===== config.mk =====
export PLATFORM = sky130hd
export DESIGN_NAME = lsu_mem_master
export DESIGN_NICKNAME = d
export VERILOG_FILES = /design/src/rtl/lsu_mem_master.sv
export SDC_FILE = /design/constraint.sdc
export NUM_CORES = 1
export LEC_CHECK = 0
export CORE_MARGIN = 3
export CORE_UTILIZATION = 48
export CTS_BUF_LIST = sky130_fd_sc_hd__clkbuf_8
export DETAILED_ROUTE_END_ITERATION = 6
export GPL_TIMING_DRIVEN = 0
export PLACE_DENSITY_LB_ADDON = 0.25
export RECOVER_POWER = 25
export SKIP_LAST_GASP = 1
export SLEW_MARGIN = 20
export SYNTH_ARGS = -nofsm -noshare
export SYNTH_HDL_FRONTEND = slang
export SYNTH_SLANG_ARGS = --single-unit

===== constraint.sdc =====
create_clock -name clk -period 2.8 [get_ports clk]
set_input_delay 0.56 -clock clk [delete_from_list [all_inputs] [get_ports clk]]
set_output_delay 0.56 -clock clk [all_outputs]
set_load 0.005 [all_outputs]

===== src/rtl/lsu_mem_master.sv =====
// lsu_mem_master: load/store unit driving a word-addressed data memory, with read-modify-write for SB/SH.
// Define LSU_MISALIGN_TRAP_EN to report misaligned accesses as errors instead of ignoring the low address bits.
module lsu_mem_master #(
  parameter int MEM_LATENCY = 1
) (
  input  logic        clk,
  input  logic        reset,
  input  logic        req_valid,
  output logic        req_ready,
  input  logic        req_we,
  input  logic [2:0]  req_funct3,
  input  logic [31:0] req_addr,
  input  logic [31:0] req_wdata,
  output logic        resp_valid,
  output logic [31:0] resp_rdata,
  output logic        resp_err,
  output logic [31:0] Address,
  output logic [31:0] Write_data,
  input  logic [31:0] Read_data,
  output logic        MemRead,
  output logic        MemWrite
);
  typedef enum logic [1:0] {IDLE, RD, WR, RESP} state_t;
  state_t      state;
  logic        we_q;
  logic [2:0]  f3_q;
  logic [1:0]  off_q;
  logic [15:0] wdata_q;
  logic [3:0]  cnt;
  logic        illegal, mis, err;
  logic [4:0]  sh;
  logic [31:0] shifted, ld, merged;
  logic [15:0] half;
  assign req_ready = state == IDLE && !reset;
  always_comb begin
    illegal = req_we ? req_funct3[2] | (&req_funct3[1:0])
                     : (&req_funct3[1:0]) | (req_funct3[2] & req_funct3[1]);
    mis = (req_funct3[1:0] == 2'b01 && req_addr[0]) || (req_funct3[1:0] == 2'b10 && |req_addr[1:0]);
`ifdef LSU_MISALIGN_TRAP_EN
    err = illegal | mis;
`else
    err = illegal;
`endif
    sh = {off_q, 3'b000};
    shifted = Read_data >> sh;
    half = off_q[1] ? Read_data[31:16] : Read_data[15:0];
    ld = f3_q[1] ? Read_data
       : f3_q[0] ? {{16{~f3_q[2] & half[15]}}, half}
       : {{24{~f3_q[2] & shifted[7]}}, shifted[7:0]};
    merged = f3_q[0] ? (off_q[1] ? {wdata_q, Read_data[15:0]} : {Read_data[31:16], wdata_q})
           : (Read_data & ~(32'h0000_00FF << sh)) | ({24'b0, wdata_q[7:0]} << sh);
  end
  always_ff @(posedge clk) begin
    if (reset) begin
      state      <= IDLE;
      cnt        <= '0;
      MemRead    <= 1'b0;
      MemWrite   <= 1'b0;
      Address    <= '0;
      Write_data <= '0;
      resp_valid <= 1'b0;
      resp_rdata <= '0;
      resp_err   <= 1'b0;
      we_q       <= 1'b0;
      f3_q       <= '0;
      off_q      <= '0;
      wdata_q    <= '0;
    end else begin
      case (state)
        IDLE: if (req_valid) begin
          we_q    <= req_we;
          f3_q    <= req_funct3;
          off_q   <= req_addr[1:0];
          wdata_q <= req_wdata[15:0];
          cnt     <= '0;
          if (err) begin
            state      <= RESP;
            resp_valid <= 1'b1;
            resp_err   <= 1'b1;
            resp_rdata <= '0;
          end else if (req_we && req_funct3[1]) begin
            state      <= WR;
            Address    <= {req_addr[31:2], 2'b00};
            MemWrite   <= 1'b1;
            Write_data <= req_wdata;
          end else begin
            state   <= RD;
            Address <= {req_addr[31:2], 2'b00};
            MemRead <= 1'b1;
          end
        end
        RD: if (cnt == 4'(MEM_LATENCY - 1)) begin
          MemRead <= 1'b0;
          if (we_q) begin
            state      <= WR;
            MemWrite   <= 1'b1;
            Write_data <= merged;
          end else begin
            state      <= RESP;
            resp_valid <= 1'b1;
            resp_err   <= 1'b0;
            resp_rdata <= ld;
          end
        end else cnt <= cnt + 4'd1;
        WR: begin
          MemWrite   <= 1'b0;
          state      <= RESP;
          resp_valid <= 1'b1;
          resp_err   <= 1'b0;
          resp_rdata <= '0;
        end
        RESP: begin
          resp_valid <= 1'b0;
          state      <= IDLE;
        end
        default: state <= IDLE;
      endcase
    end
  end
endmodule

; Yosys cells after proc, flatten, opt, wreduce, memory -nomap -nowiden
; Index checks and enable logic that the tools add are counted.
[word_totals]
register_bits = 126
in_bits = 103
output_inout_bits = 101
word_cells = 101
[classes]
n_addsub = 1
eq_ne = 12
shifts = 3
muxes = 45
bitwise = 10
n_reduce_logical = 17
[ops]
columns = op, count
row1 = 32-bit 2-to-1 mux, 13
row2 = 32-bit one-hot mux with 3 select lines, 1
row3 = 32-bit one-hot mux with 2 select lines, 1
row4 = 32-bit bitwise AND, 1
row5 = 32-bit inverter, 1
row6 = 32-bit bitwise OR, 1
row7 = 8-bit by 5-bit << shifter with 32-bit output, 1
row8 = "8-bit by 5-bit << shifter with 32-bit output, first input constant", 1
row9 = 32-bit by 5-bit right shift with 8-bit output, 1
row10 = 1-bit 2-to-1 mux, 17
row11 = 16-bit 2-to-1 mux, 1
row12 = "2-bit != test, second input constant", 8
row13 = 6-bit AND reduction, 2
row14 = 5-bit AND reduction, 2
row15 = 2-bit 2-to-1 mux, 4
row16 = 4-bit 2-to-1 mux, 2
row17 = 2-bit one-hot mux with 4 select lines, 1
row18 = 4-bit one-hot mux with 2 select lines, 1
row19 = 1-bit one-hot mux with 3 select lines, 2
row20 = 2-bit AND reduction, 3
row21 = 3-bit AND reduction, 2
row22 = "4-bit by 1-bit adder with 4-bit output, second input constant", 1
row23 = "2-bit equality test, second input constant", 2
row24 = 4-bit logical NOT, 1
row25 = 13 further kinds, 18

; Logic depth before layout (Yosys ltp)
; Gate-level depths: netlist of the first run.
[logic_depth]
ltp_word = 8
mapped_depth = 9
depth_no_buf = 6

; Least setup slack after synthesis of the first run
; Ideal clock, no wire load.
[synth_path]
kind = register -> register
from = register state[0]
to = register resp_rdata[29]
setup_ns = 0.117
t_arrival_ns = 2.009
required_ns = 2.683
slack_ns = 0.673
path_stages_with_launch = 9
n_path_buf = 2
period_less_slack_ns = 2.127
path_cell_list = dfxtp_1 -> inv_1 -> ha_1 -> buf_2 -> nor3b_1 -> a221oi_1 -> a21oi_2 -> buf_2 -> a32o_1
[synth_between]
elab_chain_cells = 3
elab_cells_between_ends = 10
cone_classes = eq/ne (6) / mux (1) / reduce/logical (3)
[synth_lines]
columns = element, line
row1 = from (decl), 24  ; state_t state;
row2 = from (signal assigned), 55  ; state <= IDLE;
row3 = from (signal assigned), 77  ; state <= RESP;
row4 = from (signal assigned), 82  ; state <= WR;
row5 = 2-bit by 1-bit equality test with 1-bit output (tied with other cells), 69  ; case (state)
row6 = 2-bit != test (no line) / 3-bit nonzero test (equally long branches), --
row7 = 5-bit AND reduction (no line), --
row8 = to (signal assigned), 102  ; resp_rdata <= ld;
row9 = to (decl), 15  ; output logic [31:0] resp_rdata,
; Parallel ways exist; a longest one is shown, timed or not.
; A chain may end at the register's enable or synchronous reset.

; Worst setup path in the final report of the first run
[layout_path]
from = register state[1]
to = register Write_data[26]
[layout_between]
elab_chain_cells = 3
elab_cells_between_ends = 10
cone_classes = eq/ne (6) / mux (1) / reduce/logical (3)
[layout_lines]
columns = element, line
row1 = 2-bit by 1-bit equality test with 1-bit output / 2-bit logical NOT (equally long branches), 69
row2 = 2-bit != test (no line) (tied with other cells), --
row3 = 6-bit AND reduction (no line), --
row4 = to (signal assigned), 85  ; Write_data <= req_wdata;
row5 = to (signal assigned), 97  ; Write_data <= merged;
row6 = to (decl), 18  ; output logic [31:0] Write_data,
; Parallel ways exist; a longest one is shown, timed or not.

==> results of run 1 <==
-- Yosys cell counts (2+ instances only) --
master     number
nand2_1       132
dfxtp_1       126
a21oi_1        90
clkbuf_1       44
nand2b_1       37
nor2_1         35
o21ai_0        29
mux2i_1        28
inv_1          21
o22ai_1        21
a311oi_1       16
a32o_1         16
nand3_1        16
a211o_1        14
buf_1          12
a21o_1         11
nor2b_1        11
a311o_1         9
and2_1          9
o211ai_1        9
a31oi_1         8
buf_2           8
ha_1            8
o221ai_1        8
o32ai_1         8
or3_1           8
a211oi_1        5
buf_4           4
a221o_1         2
a22oi_1         2
nand4bb_1       2
nor3_1          2
nor3b_1         2
o21a_1          2
xnor2_1         2
-- through the flow --
| step | instances | util [%] |
|---|---|---|
| floorplan | 781 | - |
| global placement | 1153 | 67.05 |
| detailed placement | 1153 | 67.05 |
| CTS | 1185 | 70.36 |
| global route | 1185 | 70.48 |
| finish | 1185 | 70.48 |
-- cells by family (layout without fill, tap and decap cells) --
logic type,Yosys count,count (layout)
and+or+nand+nor,264,264
AOI/OAI and AO/OA,259,259
DFF,126,126
buffers and inverters,91,323
muxes,29,29
adders and majority gates,8,8
xor gates and xnor gates,2,2
other,1,2
-- final cells by class --
| type | count | share of cell area, % |
|---|---|---|
| inverters | 22 | 0.9210 |
| well taps | 172 | 2.400 |
| clock inverters | 10 | 1.228 |
| clock buffers | 22 | 3.377 |
| repair buffers | 200 | 22.34 |
| plain buffers | 69 | 3.419 |
| multi-input cells | 564 | 38.18 |
| flip-flops and latches | 126 | 28.13 |
-- power by group through the flow --
stage / registers, mW / clock network [mW] / logic (mW)
after detailed placement: 2.62 / 0 / 3.85
after floorplan: 2.59 / 0 / 2.20
after global routing: 2.62 / 1.74 / 4.22
after CTS: 2.58 / 1.66 / 3.87
after global placement: 2.60 / 0 / 3.80
final: 2.58 / 1.64 / 3.86
-- sequential cells by signal (all words and copies together), names as in the netlist --
register and count:
f3_q 3, resp_err 1, resp_valid 1, state 2, wdata_q 16, MemWrite 1, resp_rdata 32, Write_data 32
off_q 2, cnt 4, Address 30, we_q 1, MemRead 1
-- metal layers --
metal,part of all wire (%),track usage (%),vias up
li1,-,-,3251
met1,39,36.02,3247
met2,46,47.54,438
met3,12,10.10,90
met4,3.9,13.31,0
met5,0,0,-
-- timing repair --
item                       in CTS  in global routing
setup endpoints to repair       1                 18
hold endpoints to repair        0                  0
gates resized for setup         6                  5
hold buffers                    0                  0
-- worst reg2reg max path, cell delays in order, from the launching register on --
cell and delay (ns):
dfxtp_1 0.42, inv_1 0.11, ha_1 0.23, buf_1 0.23
inv_1 0.28, clkbuf_1 0.46, clkbuf_2 0.35, nand2_1 0.09
a311oi_1 0.27
-- worst min-delay path by stage --
stage	start	endpoint	cells after the start
2_1_floorplan	wdata_q[15]	wdata_q[15]	2
3_3_place_gp	Address[14]	Address[14]	2
3_5_place_dp	Address[11]	Address[11]	2
4_1_cts	req_funct3[2]	f3_q[2]	3
5_1_grt	req_funct3[2]	f3_q[2]	3
6_report	req_funct3[2]	f3_q[2]	3
==> impl_summary.md, run 1 <==
Clocking
The number of clock buffers added by TritonCTS is 17. The longest clock path from root to sink contains 2 buffers. Clock latency on the worst-skew pair, taken at its later pin, is 0.45 ns.

TritonCTS built the clock tree. The H-tree was split into 4 levels. The number of clock sinks seen by CTS is 126. The number of setup buffers added after CTS is 0. The cell chosen for the clock root is clkbuf_8. The clock slew at the register clock pins of the worst setup and hold paths is 0.07 ns.

Power and ir drop
For this design the total switching power over the nets is 3.172 mW. In this run, the clock network consumes 20.3% of the power. The power density over cell area is 901.0 nW/µm². The analysis attributes to cell leakage a power of 3.372 nW.

Sequential cells burn 32.0% of the power. Net switching is 39.27% of the power. The peak supply drop is 0.5295 mV. The power after layout is 8.078 mW. The internal power of the cells totals 4.906 mW. Combinational cells account for 47.7% of the total power.

Run
Max-cap violations in this run came to 0.

Floorplan
The floorplan die height is 120.7 µm. For this design the top-level I/O count stands at 204. The die covers 14560 µm². The number of placement rows is 41. The floorplan step defined a core boundary enclosing 12720 µm².

The starting utilization of the core area is 49.60%. The width of the die is 120.7 µm.

Critical path
The endpoint type of the worst setup path is a flop. The start of the worst register-to-register path is state[1]. The data required time of the worst path is 3.15 ns. Following the worst setup path forward leads to its endpoint at Write_data[26]. By instance count, the cell type seen most on the critical path is inv_1. The launch point of the critical path is state[1]. In this run the number of cells on the critical path is 8.

The setup path with the least slack is of type reg2reg. The critical path arrival is 2.88 ns. In this design, the largest share of critical-path delay is due to buffers and inverters.

The number of cell instances on the worst register-to-register path is 8. The critical path contains buffers and inverters numbering 5 combined. The startpoint kind of the worst setup timing path is a flop. Across all register-to-register paths, the minimum setup slack is 0.28 ns. The worst stage delay on the critical path is 0.45 ns. The endpoint of the worst-slack reg-to-reg timing path is Write_data[26]. The cell with the biggest individual delay on the critical path is clkbuf_1. The signal on the critical path passes through inv_1, ha_1, buf_1, inv_1, clkbuf_1, clkbuf_2, nand2_1, a311oi_1. Of all nets on the critical path, the largest fanout is 10.

Logic synthesis
The portion of netlist area occupied by mux cells is 4.620%. The netlist uses 58 different library cells. The largest family of logic cells by synthesized area is compound AO/OA/AOI/OAI gates.

The share of the synthesized area in the top cell type is 39.98%. In the synthesized netlist the async set-or-reset flop fraction comes to 0%. In the synthesized netlist the dominant register cell turns out to be dfxtp_1. The synthesized-area fraction occupied by adder cells is 1.586%. After Yosys synthesis, and, or, nand and nor cells account for 19.65% of the synthesized area. Yosys mapped a number of flops with a built-in enable equal to 0. Synthesis produced a netlist whose cell count is 780.

After synthesis, the cell types taking the most area are dfxtp_1 40%, nand2_1 7.9%, a21oi_1 7.1%. The area of the mapped netlist is 6310 µm². Summing the areas of all compound-gate instances in the mapped netlist gives 27.90% of the synthesized area. The biggest area consumer among synthesized cells is dfxtp_1. In this run the mean area of a mapped cell was 8.089 µm².

For this run, the number of Yosys warnings is 0. The share of the synthesized netlist area taken by xor and xnor gates is 0.2776%. Sequential elements use 39.98% of the synthesized area. After synthesis the netlist holds a flip-flop and latch count of 126.

Global routing
The largest net degree at the start of global routing is 17. The initial antenna violation count is 0. Global routing used 29.65% of the available tracks across all layers.

The sum of overflow across all layers after global routing is 0. The number of global-route vias before repair is 6693. The first global-routing pass estimated 34020 µm of wire.

Final layout
In the layout the commonest cells are 144 x clkdlybuf4s50_1, 132 x nand2_1, 126 x dfxtp_1. The number of nets in the finished design is 1111. Cells with a size suffix above 1 make up 5.726% of the layout.

The area occupied by multi-input gates is 3423 µm². 0 antenna diodes ended up in the layout. Counting the fill cells in the layout gives 1085. The total non-filler cell area in the finished layout is 8966 µm².

The sequential cell area in the final layout is 2522 µm². Leaving out fill and tap cells, the most frequent cell in the layout is clkdlybuf4s50_1. The layout-stage area growth over the synthesis result is 42.10%.

Timing
Final hold analysis gives a worst-case slack of 0.4123 ns. The count of endpoints failing hold in the final timing report was 0. The final critical path takes up 90.17% of the cycle.

Setup violations remaining at the end of the flow were counted as 0. Setup total negative slack on the finished layout was measured at 0 ns. At the pin with the least slew margin, the transition time is 0.7398 ns. For the finished layout, the period the worst path requires is 2.525 ns.

Headroom to the max-slew limit came out at 50.68%. The final max-slew violation count was 0. Timing would allow up to 396.1 MHz. In the post-route analysis, the smallest setup slack over all paths is 0.2752 ns. Clock skew on the completed layout was measured at 0.01106 ns. Setup repair after global routing left no endpoint under its margin.

Drt
Using the TritonRoute via totals, the vias-per-cell ratio works out to 5.929. The routed layout has 7026 vias. In the routed design, unresolved DRC markers number 0. The first detailed-routing pass took 6 iterations.

The count of routing violations after the opening detailed-route iteration is 829. Dividing the detail-routed wire length by the instance count gives 18.58 µm. The count of nets left with antenna violations once routing finished came out at 0.

The final layout contains routed wiring with a total length of 22020 µm.

Worst hold path
The type of the tightest min-delay check is in2reg.

Placed design
Once placement finished, the instance area stood at 8531 µm². The final estimated routing congestion in global placement is 0.9417. The half-perimeter wire length after placement is 16780 µm. The port buffer count is 200.

The worst slack at placement is -0.8993 ns.

Outcome
The flow ran to the end, and the final reports show no timing, DRC or antenna violations.
Power figures use the tool's default switching activity.
==> inputs of run 2 (changes only) <==
--- a/config.mk
+++ b/config.mk
@@ -5,6 +5,7 @@
 export SDC_FILE = /design/constraint.sdc
 export NUM_CORES = 1
 export LEC_CHECK = 0
+export CORE_ASPECT_RATIO = 0.75
 export CORE_MARGIN = 3
 export CORE_UTILIZATION = 48
 export CTS_BUF_LIST = sky130_fd_sc_hd__clkbuf_8
==> run 2 against run 1 <==
Against the previous run: the run now ends with design-rule violations left; clock-buffer cell count fell by 5; setup slack worse by 0.22 ns; critical path depth decreased by 3; combinational power barely moved; first-iteration DRC count increased by 10%; sequential share of layout area increased by 0.16 points; cell count is 0.59% lower; non-clock buffer count fell by 1; critical path type is now in2out; largest power group unchanged; highest routed layer unchanged.
==> impl_summary.md, run 2 (synthesized netlist as in run 1, its figures left out) <==
Outcome
The flow ran to the end, but the final reports show violations. The checks that failed: design-rule violations.

Clocking
The number of hold-repair buffers added at the cts stage is 0. The clock latency at the later pin of the worst-skew pair is 0.45 ns. Clock-pin slew was measured on the worst setup and hold paths at 0.08 ns. The number of clock sinks seen by CTS is 126. The CTS tree is done. The total CTS buffers is 17.

The maximum count of clock buffers along a single path is 2. The tree is rooted in a clkbuf_8. The total number of H-tree levels is 4.

Drt
The total number of vias is 6961. Before antenna repair, the detailed router went through 7 iterations. For this run, design rule violations remaining after detail routing come to 50. Using the TritonRoute via totals, the vias-per-cell ratio works out to 5.909. The final antenna-violating net count is 0.

The count of routing violations after the opening detailed-route iteration is 914. After detailed routing, the total wire length is 22640 µm. The detailed-route wire length per cell is 19.21 µm.

Timing
The clock period could shrink to 2.745 ns. The worst path uses 98.03% of the clock period. Setup repair after global routing left no endpoint under its margin. The final max-slew violation count is 0. The worst slew slack as a fraction of its limit is 51.01%. Setup violations remaining at the end of the flow were counted as 0. The count of endpoints failing hold in the final timing report is 0. The clock skew after layout is 0.01366 ns. The transition time at the pin with the least slew margin is 0.7348 ns.

The achievable clock frequency is 364.3 MHz. The final hold slack is 0.4509 ns.

Global routing
The initial antenna violation count came to 0. Global routing consumed, over all layers together, 30.08% of the routing resources. Summed over all layers, the global routing overflow is 0. Entering global routing, the biggest net connects 20 pins. The number of global-route vias before repair is 6538. The first global-routing pass estimated 35250 µm of wire.

Critical path
The signal on the critical path passes through clkdlybuf4s50_1, buf_4, buf_6, nor2_1, clkdlybuf4s50_1. The combined buffer and inverter count along the critical path is 4. The top cell family by delay on the critical path is buffers and inverters. The critical path is of the in2out type. The biggest fanout along the worst timing path is 19. The worst stage delay on the critical path is 0.64 ns. STA classifies the critical path endpoint as an output pin. STA classifies the critical path startpoint as a primary input. The slowest stage of the critical path belongs to the cell clkdlybuf4s50_1. For the worst setup path, the data arrival time is 2.18 ns. The data required time of the worst path is 2.24 ns. The most used cell along the critical path is clkdlybuf4s50_1.

Worst hold path
The type of the tightest min-delay check is in2reg.

Power and ir drop
The peak supply drop is 0.4976 mV. The power after layout is 7.998 mW. The leakage power total is 3.340 nW. The power density over cell area is 897.1 nW/µm².

Floorplan
The region available for standard cell placement spans 12570 µm². The width of the die is 138.4 µm. The floorplan has 35 rows. The area of the die is 14570 µm². The die is 105.3 µm tall. For this configuration, the core starts out at a cell density of 50.20%. The number of I/O pins is 204.

Placed design
The count of buffers added on input and output ports is 200. The final estimated routing congestion in global placement is 0.9611. The wire-length estimate of the detail-placed layout is 17390 µm.

Final layout
The sequential cell area in the final layout is 2522 µm². The largest registers in the layout are Write_data (32), resp_rdata (32), Address (30). The layout-stage area growth over the synthesis result is 41.30%. For this run, the post-layout net count is 1110. Counting the fill cells in the layout gives 1021.

The area occupied by multi-input gates is 3423 µm². Leaving out fill and tap cells, the most frequent cell in the layout is clkdlybuf4s50_1. Cells with a size suffix above 1 make up 5.534% of the layout. 0 antenna diodes ended up in the layout. The library cells used most frequently in the layout, excluding fill and tap cells, are 144 x clkdlybuf4s50_1, 132 x nand2_1, 126 x dfxtp_1.

Run
The reported max-cap violation count is 0.
## run 2: cell types whose count changed in the layout (fill, tap and decap cells not counted), moves of 2 or more
cell,previous run,this run
inv_6,0,2
clkbuf_8,22,17
clkinv_4,0,5
dlygate4sd3_1,54,56
clkinv_2,4,1
## run 2: path summary, 6_finish.rpt
| path | to | slack (ns) | depth (start not counted) | start |
|---|---|---|---|---|
| worst min register to register | Address[10] | 0.45 | 2 | Address[10] |
| worst max-delay path | req_ready | 0.06 | 5 | reset |
| worst min-delay path | f3_q[2] | 0.45 | 3 | req_funct3[2] |
| worst max register to register | Write_data[7] | 0.15 | 8 | state[1] |
## run 2: area by class of cell
cell class / count / share of cell area [%]
sequential: 126 / 28.29
clock buffer: 17 / 2.624
inverter: 22 / 0.9262
tap: 166 / 2.329
timing repair buffer: 200 / 22.45
clock inverter: 15 / 1.586
buffer: 68 / 3.396
multi-input combinational: 564 / 38.39
## run 2: where the power goes
group / switching [mW] / leakage, nW / internal (mW)
Sequential: 0.321 / 1.03 / 2.27
Clock: 0.803 / 0.182 / 0.711
Combinational: 2.16 / 2.13 / 1.74
## run 2: tightest hold or removal path, stage by stage
cell and delay (ns):
buf_2 0.15, nand2_1 0.08, a21oi_1 0.06
## run 2: per-layer routing
layer	GRT usage [%]	part of all wire, %
met1	41.18	42
met2	44.88	43
met3	10.66	13
met4	8.674	2.5
met5	0	0
## run 2: per-stage QoR
step | utilization, % | setup slack, ns | std cells | setup TNS, ns | instance area [µm²]
2_1_floorplan | - | 0.6731 | 781 | 0 | 6314
3_3_place_gp | 67.81 | -0.7870 | 1147 | -2.403 | 8523
3_5_place_dp | 67.81 | -0.7850 | 1147 | -2.795 | 8523
4_1_cts | 70.83 | 0.04363 | 1178 | 0 | 8902
5_1_grt | 70.94 | 0.005376 | 1178 | 0 | 8916
6_report | 70.94 | 0.05508 | 1178 | 0 | 8916
## run 2: repair_timing
| item | CTS | global route |
|---|---|---|
| cloned | 0 | 0 |
| setup endpoints to repair | 1 | 19 |
| buffers inserted | 0 | 0 |
| pin swaps | 0 | 0 |
| resized for setup | 4 | 5 |
